**src/rtl/read_ctl_q.sv**
```systemverilog
// read_ctl_q: tracks outstanding bus reads and emits one result record per read.
// Read addresses queue up until a slave ack pairs them with data; paired records
// go to a first-word-fall-through result queue with a valid/ready output.
// Optional READ_CTL_Q_TIMEOUT_EN: an outstanding read with no ack for TMO cycles
// is retired as a timeout record {adr, dat=0, tmo=1}.
module read_ctl_q #(
  parameter int AW    = 8,
  parameter int DW    = 8,
  parameter int DEPTH = 4,
  parameter int TMO   = 16
) (
  input  logic                     tb_clk,
  input  logic                     tb_rst,
  input  logic                     stb_i,
  input  logic                     we_i,
  input  logic [AW-1:0]            adr_i,
  input  logic                     ack_i,
  input  logic [DW-1:0]            dat_i,
  output logic                     out_valid,
  input  logic                     out_ready,
  output logic [AW-1:0]            out_adr,
  output logic [DW-1:0]            out_dat,
  output logic                     out_tmo,
  output logic [$clog2(DEPTH):0]   pend_cnt,
  output logic                     ovf
);
  localparam int PW = $clog2(DEPTH);

  typedef enum logic {IDLE = 1'b0, WAIT = 1'b1} state_t;

  state_t          state_q, state_d;
  logic            in_wait;

  logic [AW-1:0]   pq_mem_q [DEPTH];
  logic [AW-1:0]   pq_mem_d [DEPTH];
  logic [PW:0]     pq_wr_q, pq_wr_d, pq_rd_q, pq_rd_d;
  logic [AW-1:0]   rq_adr_q [DEPTH];
  logic [AW-1:0]   rq_adr_d [DEPTH];
  logic [DW-1:0]   rq_dat_q [DEPTH];
  logic [DW-1:0]   rq_dat_d [DEPTH];
  logic [PW:0]     rq_wr_q, rq_wr_d, rq_rd_q, rq_rd_d;
  logic            ovf_q, ovf_d;

  logic pq_empty, pq_full, rq_empty, rq_full;
  logic pq_push_req, pq_push, pq_pop, pq_drop, ack_pop, tmo_pop;
  logic rq_push, rq_pop, rq_drop;

  // Queue status from the extra-MSB pointer scheme
  always_comb begin
    pq_empty = (pq_wr_q == pq_rd_q);
    pq_full  = (pq_wr_q[PW] != pq_rd_q[PW]) && (pq_wr_q[PW-1:0] == pq_rd_q[PW-1:0]);
    rq_empty = (rq_wr_q == rq_rd_q);
    rq_full  = (rq_wr_q[PW] != rq_rd_q[PW]) && (rq_wr_q[PW-1:0] == rq_rd_q[PW-1:0]);
  end

  // Push/pop decisions; ack only pairs with entries pending before this edge
  always_comb begin
    pq_push_req = stb_i & ~we_i;
    ack_pop     = ack_i & ~pq_empty;
    pq_pop      = ack_pop | tmo_pop;
    pq_push     = pq_push_req & (~pq_full | pq_pop);
    pq_drop     = pq_push_req & pq_full & ~pq_pop;
    rq_pop      = out_valid & out_ready;
    rq_push     = pq_pop & (~rq_full | rq_pop);
    rq_drop     = pq_pop & rq_full & ~rq_pop;
    ovf_d       = ovf_q | pq_drop | rq_drop;
  end

  // Pending queue next state
  always_comb begin
    pq_mem_d = pq_mem_q;
    pq_wr_d  = pq_wr_q;
    pq_rd_d  = pq_rd_q;
    if (pq_push) begin
      pq_mem_d[pq_wr_q[PW-1:0]] = adr_i;
      pq_wr_d = pq_wr_q + 1'b1;
    end
    if (pq_pop) pq_rd_d = pq_rd_q + 1'b1;
  end

  // Result queue next state; timeout records carry zero data
  always_comb begin
    rq_adr_d = rq_adr_q;
    rq_dat_d = rq_dat_q;
    rq_wr_d  = rq_wr_q;
    rq_rd_d  = rq_rd_q;
    if (rq_push) begin
      rq_adr_d[rq_wr_q[PW-1:0]] = pq_mem_q[pq_rd_q[PW-1:0]];
      rq_dat_d[rq_wr_q[PW-1:0]] = ack_pop ? dat_i : '0;
      rq_wr_d = rq_wr_q + 1'b1;
    end
    if (rq_pop) rq_rd_d = rq_rd_q + 1'b1;
  end

  // Queue and flag registers
  always_ff @(posedge tb_clk or posedge tb_rst) begin
    if (tb_rst) begin
      pq_mem_q <= '{default: '0};
      pq_wr_q  <= '0;
      pq_rd_q  <= '0;
      rq_adr_q <= '{default: '0};
      rq_dat_q <= '{default: '0};
      rq_wr_q  <= '0;
      rq_rd_q  <= '0;
      ovf_q    <= 1'b0;
    end else begin
      pq_mem_q <= pq_mem_d;
      pq_wr_q  <= pq_wr_d;
      pq_rd_q  <= pq_rd_d;
      rq_adr_q <= rq_adr_d;
      rq_dat_q <= rq_dat_d;
      rq_wr_q  <= rq_wr_d;
      rq_rd_q  <= rq_rd_d;
      ovf_q    <= ovf_d;
    end
  end

  // Tracker FSM state register
  always_ff @(posedge tb_clk or posedge tb_rst) begin
    if (tb_rst) state_q <= IDLE;
    else        state_q <= state_d;
  end

  // Tracker FSM next state
  always_comb begin
    state_d = state_q;
    case (state_q)
      IDLE: if (pq_push) state_d = WAIT;
      WAIT: if (pq_pop && !pq_push && pend_cnt == (PW+1)'(1)) state_d = IDLE;
      default: state_d = IDLE;
    endcase
  end

  // Tracker FSM outputs
  always_comb begin
    in_wait = (state_q == WAIT);
  end

`ifdef READ_CTL_Q_TIMEOUT_EN
  localparam int CW = (TMO > 2) ? $clog2(TMO) : 1;
  logic [CW-1:0] tmo_cnt_q, tmo_cnt_d;
  logic          rq_tmo_q [DEPTH];
  logic          rq_tmo_d [DEPTH];

  // Expiry yields to a same-cycle ack
  always_comb begin
    tmo_pop = in_wait & ~ack_i & (tmo_cnt_q == CW'(TMO-1));
    if (ack_i || tmo_pop || state_d == IDLE) tmo_cnt_d = '0;
    else if (in_wait)                         tmo_cnt_d = tmo_cnt_q + 1'b1;
    else                                      tmo_cnt_d = tmo_cnt_q;
  end

  // Timeout flag storage alongside each result
  always_comb begin
    rq_tmo_d = rq_tmo_q;
    if (rq_push) rq_tmo_d[rq_wr_q[PW-1:0]] = ~ack_pop;
  end

  // Timeout counter and flag registers
  always_ff @(posedge tb_clk or posedge tb_rst) begin
    if (tb_rst) begin
      tmo_cnt_q <= '0;
      rq_tmo_q  <= '{default: 1'b0};
    end else begin
      tmo_cnt_q <= tmo_cnt_d;
      rq_tmo_q  <= rq_tmo_d;
    end
  end

  assign out_tmo = out_valid & rq_tmo_q[rq_rd_q[PW-1:0]];
`else
  assign tmo_pop = 1'b0;
  assign out_tmo = 1'b0;
`endif

  // Head of the result queue falls through; zero when nothing is held
  always_comb begin
    out_valid = ~rq_empty;
    out_adr   = out_valid ? rq_adr_q[rq_rd_q[PW-1:0]] : '0;
    out_dat   = out_valid ? rq_dat_q[rq_rd_q[PW-1:0]] : '0;
    pend_cnt  = pq_wr_q - pq_rd_q;
    ovf       = ovf_q;
  end

endmodule

```
**config.mk**
```make
export PLATFORM = sky130hd
export DESIGN_NAME = read_ctl_q
export DESIGN_NICKNAME = d
export VERILOG_FILES = /design/src/rtl/read_ctl_q.sv
export SDC_FILE = /design/constraint.sdc
export NUM_CORES = 1
export LEC_CHECK = 0
export BUFFER_PORTS_ARGS = -buffer_cell sky130_fd_sc_hd__buf_2
export CORE_ASPECT_RATIO = 0.75
export CORE_MARGIN = 3
export CORE_UTILIZATION = 55
export CTS_CLUSTER_DIAMETER = 120
export DETAILED_ROUTE_END_ITERATION = 12
export GPL_TIMING_DRIVEN = 0
export PLACE_DENSITY = 0.83
export SYNTH_ARGS = -nofsm -noshare
export SYNTH_HDL_FRONTEND = slang
export SYNTH_SLANG_ARGS = --single-unit
```
**constraint.sdc**
```tcl
create_clock -name tb_clk -period 7.9 [get_ports tb_clk]
set_clock_uncertainty 0.2 [all_clocks]
set_input_delay 0.79 -clock tb_clk [delete_from_list [all_inputs] [get_ports tb_clk]]
set_output_delay 0.79 -clock tb_clk [all_outputs]
set_load 0.02 [all_outputs]
```
==> results.ini, run 1 <==
[sta]
relSlewSlack_pct=48.3
tightest_slew_ns=0.775
hold_viol_final=0
rsz0062_at_grt=false
fmax_ghz=0.292
setup_viol=0
min_period_ns=3.43
post-route-period-util_pct=43.4
finalMaxSlewViolations=0
setup_tns_ns=0

[route]
num_vias=2824
wire_per_inst_um=18.9
drc=0
dr.pass1.iters=4
drt_iter0_markers=121
ant_nets=0
viasPerCell=5.54
routed_wl_um=9630

[power_and_ir_drop]
peakVddDrop_mv=0.162
static-leakage-power_nw=2.76
p_total_mw=2.96
powerDensity_mw_per_mm2=497

[hold_path]
hold_path.class=flop to flop
holdPathEnd=ovf
worstHoldPathCells=2
min_from=ovf

[global_route]
grt_overflow=0
grt_util_all_layers_pct=19.5
grt_pass1_vias=3115
grt_start_max_net_pins=70
grt_pass1_wl_um=16400
antenna_found_initial=0

[clock_network]
cts_root_buffer=clkbuf_16
ctsHoldBuffers=0
cts_buffer_depth=2
cts_tree=built
cts_max_level=3
postCtsSetupBuffers=0
cts_made_buffers=9
cts_sinks=109
cts.reportedPaths.clkPinSlew_ns=0.07
clk_latency_ns=0.35
cts_resized=0

[floorplanning]
core-area_mm2=0.00916
start_util_pct=57.2
die_x_um=119
die_h_um=90.5
die_area_mm2=0.0107
rows=30
io_pins=44

[yosys]
synth_cells=323
syn-cell-area_mm2=0.00524
yosysWarnings=0
synth_fp_nets=358
yosysUniqueCellTypes=29
synth-seq-cells=109
yosysSeqAreaShare_pct=52.0
synth_area_per_cell_um2=16.2

[critical_path]
critPathLaunch=rq_rd_q[0]
crit_required_ns=6.91
worst_path_largest_cell_delay_ns=0.58
crit_fanout=10
rr_worst_depth=7
path_class=flop to output pin
cp_cell_sequence=buf_4 > buf_1 > mux4_2 > and2_1 > buf_2
cp-start-kind=flop
critPathBufInv=3
worst-r2r-setup-slack_ns=4.97
arrival_ns=2.44
end_kind=output pin
crit_family=buffers and inverters
r2r_start=pq_rd_q[1]
timing.rr.end=rq_dat_q[6]
crit_slowest_cell=mux4_2

[place]
placed_cell_area_mm2=0.00564
io_buffers=42
place_hpwl_um=6630
routabilityCongestion=0.698
placedCellCount=494

[finish]
area_delta_synth_final_pct=13.5
n_antenna_cell=0
layout_common_cells=dfrtp_1, mux2_2, buf_2, mux2_4, mux4_2
nets=412
mostFrequentLayoutCell=dfrtp_1
stdcell_area_mm2=0.00595
final_cells=510
drive_gt1_share_pct=49.2

[run_status]
status=finished, final reports clean

[job]
maxCapViolCount=0

worst max path at each step:
stage / slack [ns] / cells after the start / end
after floorplan: 4.04 / 1 / ovf
after detailed placement: 4.82 / 5 / out_dat[0]
after global placement: 2.97 / 2 / pq_mem_q[14]
after global routing: 4.32 / 5 / out_dat[0]
after CTS: 4.44 / 5 / out_dat[0]
final: 4.47 / 5 / out_dat[0]
where the power goes:
part           switching (mW)  internal (mW)
clock                   0.206          0.259
sequential              0.158          0.844
combinational           0.705          0.784
total                    1.07           1.89
per-stage QoR:
stage	hold slack, ns	setup slack, ns	util (%)
final	0.265	4.47	65.0
after global placement	0.252	2.97	61.3
after floorplan	0.253	4.04	-
after detailed placement	0.257	4.82	61.6
after CTS	0.273	4.44	65.0
after global routing	0.295	4.32	65.0
kinds of logic after synthesis:
kind of cell | Yosys count | synth area share (%)
adders and majority gates | 13 | 3.25
buffers and inverters | 23 | 2.48
other | 1 | 0.0715
xor gates and xnor gates | 13 | 2.17
muxes | 122 | 34.2
AOI/OAI and AO/OA | 5 | 0.859
DFF | 109 | 52.0
and+or+nand+nor | 37 | 4.97
tightest hold or removal path, cell delays in order, from the launching register on:
cell	delay, ns
dfrtp_1	0.34
a21oi_1	0.04
nand2_1	0.05
layout make-up:
class,instances,area [µm²]
Buffer,14,96.3
Clock buffer,11,243
Clock inverter,5,66.3
Fill cell,656,3210
Inverter,9,36.3
Multi-Input combinational cell,191,2380
Sequential cell,109,2730
Tap cell,128,160
Timing Repair Buffer,43,238
synth_stat cells:
cell type | number | area, µm²
mux2_1 | 8 | 90.1
nor3_1 | 1 | 5.00
buf_2 | 2 | 10.0
nand3_4 | 4 | 70.1
a21oi_1 | 1 | 5.00
buf_6 | 4 | 45.0
dfrtp_1 | 109 | 2730
conb_1 | 1 | 3.75
xor2_1 | 3 | 26.3
mux4_2 | 24 | 541
a31oi_4 | 1 | 21.3
o21ai_0 | 2 | 10.0
and2_1 | 17 | 106
buf_4 | 3 | 22.5
ha_1 | 12 | 150
nor2b_1 | 1 | 6.26
buf_1 | 3 | 11.3
nand3b_1 | 1 | 7.51
nand4b_2 | 1 | 15.0
xnor2_1 | 10 | 87.6
nand3_1 | 1 | 5.00
inv_1 | 9 | 33.8
or2b_1 | 1 | 7.51
fa_1 | 1 | 20.0
clkbuf_1 | 2 | 7.51
nand2_1 | 10 | 37.5
mux2_4 | 39 | 586
o31a_1 | 1 | 8.76
mux2_2 | 51 | 574
state kept, by name, summed over array words and instances (netlist names):
register	cells
pq_wr_q	3
pq_mem_q	32
rq_dat_q	32
pq_rd_q	3
ovf	1
rq_adr_q	32
rq_wr_q	3
rq_rd_q	3
routing by layer:
| layer | up-vias | part of all wire (%) | routed length, µm | global-route usage [%] |
|---|---|---|---|---|
| met1 | 1506 | 46 | 4450 | 27.4 |
| met4 | 0 | 0.63 | 61 | 3.57 |
| li1 | 1270 | - | - | - |
| met3 | 7 | 3.8 | 368 | 5.70 |
| met2 | 41 | 49 | 4740 | 31.0 |
| met5 | - | 0 | 0 | 0 |
No activity file was read; power rests on OpenSTA's default activity.
==> run 2: changes to the inputs <==
==> constraint.sdc (replaced) <==
create_clock -name tb_clk -period 3.4 [get_ports tb_clk]
set_clock_uncertainty 0.2 [all_clocks]
set_input_delay 0.34 -clock tb_clk [delete_from_list [all_inputs] [get_ports tb_clk]]
set_output_delay 0.34 -clock tb_clk [all_outputs]
set_load 0.02 [all_outputs]
==> results.ini, run 2 (synthesized netlist as in run 1, its figures left out) <==
[critical_path]
worst-r2r-setup-slack_ns=0.44  ; was 4.97 ns
cp_cell_sequence=buf_4 > buf_1 > mux4_2 > and2_1 > buf_2  ; unchanged
crit_family=buffers and inverters  ; unchanged
path_class=flop to output pin  ; unchanged
r2r_start=pq_rd_q[1]  ; unchanged
critPathBufInv=3  ; unchanged
end_kind=output pin  ; unchanged
crit_cells=5  ; unchanged
crit_fanout=10  ; unchanged
arrival_ns=2.53  ; was 2.44 ns
crit_required_ns=2.86  ; was 6.91 ns
crit_slowest_cell=buf_1  ; was mux4_2
worst_path_largest_cell_delay_ns=0.66  ; was 0.58 ns
rr_worst_depth=7  ; unchanged
timing.rr.end=rq_adr_q[30]  ; was rq_dat_q[6]
cp-start-kind=flop  ; unchanged

[global_route]
grt_util_all_layers_pct=20.5  ; was 19.5%
grt_pass1_wl_um=17300  ; was 16400 µm
grt_start_max_net_pins=45  ; was 70
antenna_found_initial=0  ; unchanged
grt_overflow=0  ; unchanged
grt_pass1_vias=3217  ; was 3115

[route]
routed_wl_um=10100  ; was 9630 µm
drt_iter0_markers=193  ; was 121
viasPerCell=5.59  ; was 5.54
dr.pass1.iters=4  ; unchanged
num_vias=2858  ; was 2824
wire_per_inst_um=19.8  ; was 18.9 µm
drc=0  ; unchanged
ant_nets=0  ; unchanged

[floorplanning]
start_util_pct=57.2  ; unchanged
rows=30  ; unchanged
die_area_mm2=0.0107  ; unchanged
die_x_um=119  ; unchanged
io_pins=44  ; unchanged
core-area_mm2=0.00916  ; unchanged
die_h_um=90.5  ; unchanged

[hold_path]
min_from=adr_i[6]  ; was ovf
hold_path.class=primary input to flop  ; was flop to flop
holdPathEnd=pq_mem_q[6]  ; was ovf
worstHoldPathCells=2  ; unchanged

[finish]
n_antenna_cell=0  ; unchanged
seqCellArea_mm2=0.00273  ; unchanged
layout_common_cells=dfrtp_1, mux2_2, buf_2, mux2_4, mux4_2  ; unchanged
area_delta_synth_final_pct=14.0  ; was 13.5%
mostFrequentLayoutCell=dfrtp_1  ; unchanged
drive_gt1_share_pct=49.3  ; was 49.2%
fillers=658  ; was 656
nets=414  ; was 412
reg_top3=pq_mem_q x32, rq_adr_q x32, rq_dat_q x32  ; unchanged
multiInputGateArea_mm2=0.00238  ; unchanged

[sta]
relSlewSlack_pct=44.4  ; was 48.3%
min_period_ns=3.07
tightest_slew_ns=0.834  ; was 0.775 ns
fmax_ghz=0.326
setup_viol=0  ; unchanged
rsz0062_at_grt=false  ; unchanged
finalMaxSlewViolations=0  ; unchanged
setup_tns_ns=0  ; unchanged
post-route-period-util_pct=90.3
timing.hold.ws_ns=0.0484  ; was 0.265 ns
fin_ws_ns=0.329  ; was 4.47 ns
hold_viol_final=0  ; unchanged

[place]
io_buffers=42  ; unchanged
pre_cts_slack_ns=0.433  ; was 4.82 ns
routabilityCongestion=0.722  ; was 0.698
place_hpwl_um=6880  ; was 6630 µm

[clock_network]
cts_root_buffer=clkbuf_16  ; unchanged
cts_tree=built  ; unchanged
clk_latency_ns=0.35  ; about the same
cts_sinks=109  ; unchanged
cts_resized=0  ; unchanged
cts_max_level=3  ; unchanged
cts_buffer_depth=2  ; unchanged
cts_made_buffers=9  ; unchanged
cts.reportedPaths.clkPinSlew_ns=0.07  ; about the same
postCtsSetupBuffers=0  ; unchanged

[job]
maxCapViolCount=0  ; unchanged

[power_and_ir_drop]
peakVddDrop_mv=0.347  ; was 0.162 mV
powerDensity_mw_per_mm2=1160  ; was 497 mW/mm²
static-leakage-power_nw=2.77  ; was 2.76 nW

[run_status]
status=finished, final reports clean  ; unchanged

run 2: cell count changes in the layout (fill, tap and decap cells not counted):
cell           previous run  this run
buf_12                    0         2
buf_16                    1         0
clkbuf_1                  3         2
clkbuf_8                  1         0
clkinv_2                  0         1
clkinv_4                  1         0
clkinv_8                  0         1
dlygate4sd3_1             0         1
inv_4                     1         0
inv_8                     1         2
run 2: where the power goes:
part	switching [mW]	internal [mW]	leakage (nW)
clock network	0.503	0.586	0.152
registers	0.390	1.96	1.31
logic	1.65	1.82	1.31
total	2.54	4.37	2.77
run 2: how the worst max path moves through the flow:
stage | from | endpoint | slack [ns]
floorplan | pq_rd_q[1] | pq_mem_q[0] | 0.92
global placement | pq_rd_q[1] | rq_dat_q[0] | 0.50
detailed placement | pq_rd_q[1] | rq_adr_q[26] | 0.43
CTS | rq_rd_q[0] | out_dat[0] | 0.29
global route | rq_rd_q[0] | out_dat[0] | 0.20
finish | rq_rd_q[0] | out_dat[0] | 0.33
run 2: final cells by class:
type	count	share of cell area, %
Inverter	9	0.628
Tap cell	128	2.68
Buffer	14	1.61
Clock inverter	6	1.38
Sequential cell	109	45.7
Multi-Input combinational cell	191	39.9
Timing Repair Buffer	45	4.36
Clock buffer	9	3.77
run 2: repair_timing:
action,CTS,global route
setup endpoints to repair,0,0
hold endpoints to repair,31,0
hold buffers,1,0
run 2: per-stage QoR:
stage | util (%) | power (mW) | instances | area (µm²)
2_1_floorplan | - | 4.94 | 323 | 5250
3_3_place_gp | 61.3 | 5.66 | 493 | 5620
3_5_place_dp | 61.7 | 5.84 | 495 | 5660
4_1_cts | 65.2 | 6.97 | 511 | 5970
5_1_grt | 65.2 | 7.34 | 511 | 5970
6_report | 65.2 | 6.92 | 511 | 5970
run 2: metal layers:
metal | wire length, µm | vias up | part of all wire [%] | global-route usage [%]
li1 | - | 1267 | - | -
met1 | 4770 | 1529 | 47 | 28.4
met2 | 4940 | 48 | 49 | 33.0
met3 | 294 | 14 | 2.9 | 4.95
met4 | 127 | 0 | 1.3 | 5.21
met5 | 0 | - | 0 | 0
==> run 3: changes to the inputs <==
--- a/config.mk
+++ b/config.mk
@@ -8,11 +8,10 @@
 export BUFFER_PORTS_ARGS = -buffer_cell sky130_fd_sc_hd__buf_2
 export CORE_ASPECT_RATIO = 0.75
 export CORE_MARGIN = 3
-export CORE_UTILIZATION = 55
+export CORE_UTILIZATION = 54
 export CTS_CLUSTER_DIAMETER = 120
 export DETAILED_ROUTE_END_ITERATION = 12
-export GPL_TIMING_DRIVEN = 0
-export PLACE_DENSITY = 0.83
+export PLACE_DENSITY = 0.85
 export SYNTH_ARGS = -nofsm -noshare
 export SYNTH_HDL_FRONTEND = slang
 export SYNTH_SLANG_ARGS = --single-unit
==> constraint.sdc (replaced) <==
create_clock -name tb_clk -period 2.59 [get_ports tb_clk]
set_clock_uncertainty 0.2 [all_clocks]
set_input_delay 0.259 -clock tb_clk [delete_from_list [all_inputs] [get_ports tb_clk]]
set_output_delay 0.259 -clock tb_clk [all_outputs]
set_load 0.02 [all_outputs]
==> results.ini, run 3 (synthesized netlist as in run 1, its figures left out) <==
[sta]
rsz0062_at_grt=false  ; unchanged
tightest_slew_ns=0.584  ; was 0.834 ns
setup_tns_ns=0  ; unchanged
timing.hold.ws_ns=0.00806  ; was 0.0484 ns
fmax_ghz=0.415
setup_viol=0  ; unchanged
finalMaxSlewViolations=0  ; unchanged
fin_ws_ns=0.181  ; was 0.329 ns
min_period_ns=2.41
relSlewSlack_pct=61.0  ; was 44.4%
hold_viol_final=0  ; unchanged
post-route-period-util_pct=93.0

[critical_path]
crit_required_ns=2.62  ; was 2.86 ns
worst_path_largest_cell_delay_ns=0.43  ; was 0.66 ns
crit_family=compound AO/OA/AOI/OAI gates  ; was buffers and inverters
arrival_ns=2.44  ; was 2.53 ns
worst-r2r-setup-slack_ns=0.18  ; was 0.44 ns
crit_fanout=16  ; was 10
cp-start-kind=flop  ; unchanged
cp_cell_sequence=inv_1 > ha_1 > a31oi_4 > nand3_4 > mux2_4  ; was buf_4 > buf_1 > mux4_2 > and2_1 > buf_2
critPathBufInv=1  ; was 3
crit_slowest_cell=a31oi_4  ; was buf_1
path_class=flop to flop  ; was flop to output pin
end_kind=flop  ; was output pin

[finish]
layout_common_cells=dfrtp_1, mux2_2, buf_2, mux2_4, mux4_2  ; unchanged
mostFrequentLayoutCell=dfrtp_1  ; unchanged
reg_top3=pq_mem_q x32, rq_adr_q x32, rq_dat_q x32  ; unchanged
area_delta_synth_final_pct=15.7  ; was 14.0%
final_cells=517  ; was 511
n_antenna_cell=0  ; unchanged
stdcell_area_mm2=0.00606  ; was 0.00597 mm²
final_util_pct=65.7  ; was 65.2%
drive_gt1_share_pct=47.8  ; was 49.3%
nets=420  ; was 414

[route]
num_vias=2845  ; was 2858
drt_iter0_markers=210  ; was 193
drc=0  ; unchanged
ant_nets=0  ; unchanged
wire_per_inst_um=19.5  ; was 19.8 µm
viasPerCell=5.50  ; was 5.59
routed_wl_um=10100  ; about the same
dr.pass1.iters=4  ; unchanged

[global_route]
grt_util_all_layers_pct=19.9  ; was 20.5%
grt_overflow=0  ; unchanged
grt_pass1_vias=3153  ; was 3217
grt_pass1_wl_um=16900  ; was 17300 µm
grt_start_max_net_pins=110  ; was 45
antenna_found_initial=0  ; unchanged

[power_and_ir_drop]
static-leakage-power_nw=2.80  ; was 2.77 nW
p_total_mw=9.13  ; was 6.92 mW
peakVddDrop_mv=0.675  ; was 0.347 mV
powerDensity_mw_per_mm2=1510  ; was 1160 mW/mm²

[floorplanning]
die_x_um=120  ; was 119 µm
die_area_mm2=0.0109  ; was 0.0107 mm²
die_h_um=91.3  ; was 90.5 µm
core-area_mm2=0.00923  ; was 0.00916 mm²
rows=30  ; unchanged
start_util_pct=56.8  ; was 57.2%
io_pins=44  ; unchanged

[clock_network]
cts_buffer_depth=2  ; unchanged
cts_made_buffers=9  ; unchanged
postCtsSetupBuffers=0  ; unchanged
cts_max_level=3  ; unchanged
cts_root_buffer=clkbuf_16  ; unchanged
clk_latency_ns=0.35  ; about the same
cts_sinks=109  ; unchanged
cts.reportedPaths.clkPinSlew_ns=0.07  ; about the same
cts_tree=built  ; unchanged

[job]
maxCapViolCount=0  ; unchanged

[place]
pre_cts_slack_ns=0.171  ; was 0.433 ns
place_hpwl_um=6330  ; was 6880 µm
routabilityCongestion=0.745  ; was 0.722
io_buffers=42  ; unchanged
placed_cell_area_mm2=0.00559  ; was 0.00566 mm²
placedCellCount=487  ; was 495

[hold_path]
hold_path.class=primary input to flop  ; unchanged

[run_status]
status=finished, final reports clean  ; unchanged

[run 3: cell count changes in the layout (fill, tap and decap cells not counted), moves of 2 or more]
cell / change
dlygate4sd3_1: +14
buf_4: +4
buf_6: -4
buf_1: -3
buf_2: -2
clkbuf_1: -2
inv_8: -2
[run 3: worst register-to-register path, stage by stage (launching register included)]
cell	delay, ns
dfrtp_1	0.37
inv_1	0.11
ha_1	0.38
a31oi_4	0.43
nand3_4	0.38
mux2_4	0.43
[run 3: repair_timing]
action / in CTS / in global routing
resized for setup: 0 / 0
hold buffers: 15 / 0
endpoints found under the hold margin: 159 / 0
[run 3: worst paths after layout]
| check | start | cells after the start | to |
|---|---|---|---|
| worst max register to register | pq_wr_q[0] | 5 | rq_dat_q[16] |
| worst max-delay path | pq_wr_q[0] | 5 | rq_dat_q[16] |
| min in group asynchronous | tb_rst | 4 | rq_wr_q[0] |
| worst min-delay path | dat_i[6] | 2 | rq_dat_q[6] |
| max in group asynchronous | tb_rst | 4 | rq_dat_q[26] |
| worst min register to register | ovf | 2 | ovf |
[run 3: layer usage]
layer,vias to the layer above,wire [µm],track usage [%]
li1,1279,-,-
met1,1505,4780,28.4
met2,50,4740,30.2
met3,11,411,5.60
met4,0,136,5.82
met5,-,0,0
[run 3: final cells by class]
cell class | instances | area (µm²)
Clock buffer | 10 | 239
Multi-Input combinational cell | 191 | 2380
Sequential cell | 109 | 2730
Timing Repair Buffer | 65 | 433
Tap cell | 128 | 160
Fill cell | 666 | 3170
Inverter | 9 | 37.5
Clock inverter | 5 | 82.6
[run 3: report_power, final]
| group | internal [mW] | total (mW) | switching [mW] |
|---|---|---|---|
| clock | 0.872 | 1.48 | 0.611 |
| combinational | 2.42 | 4.57 | 2.15 |
| sequential | 2.58 | 3.08 | 0.500 |
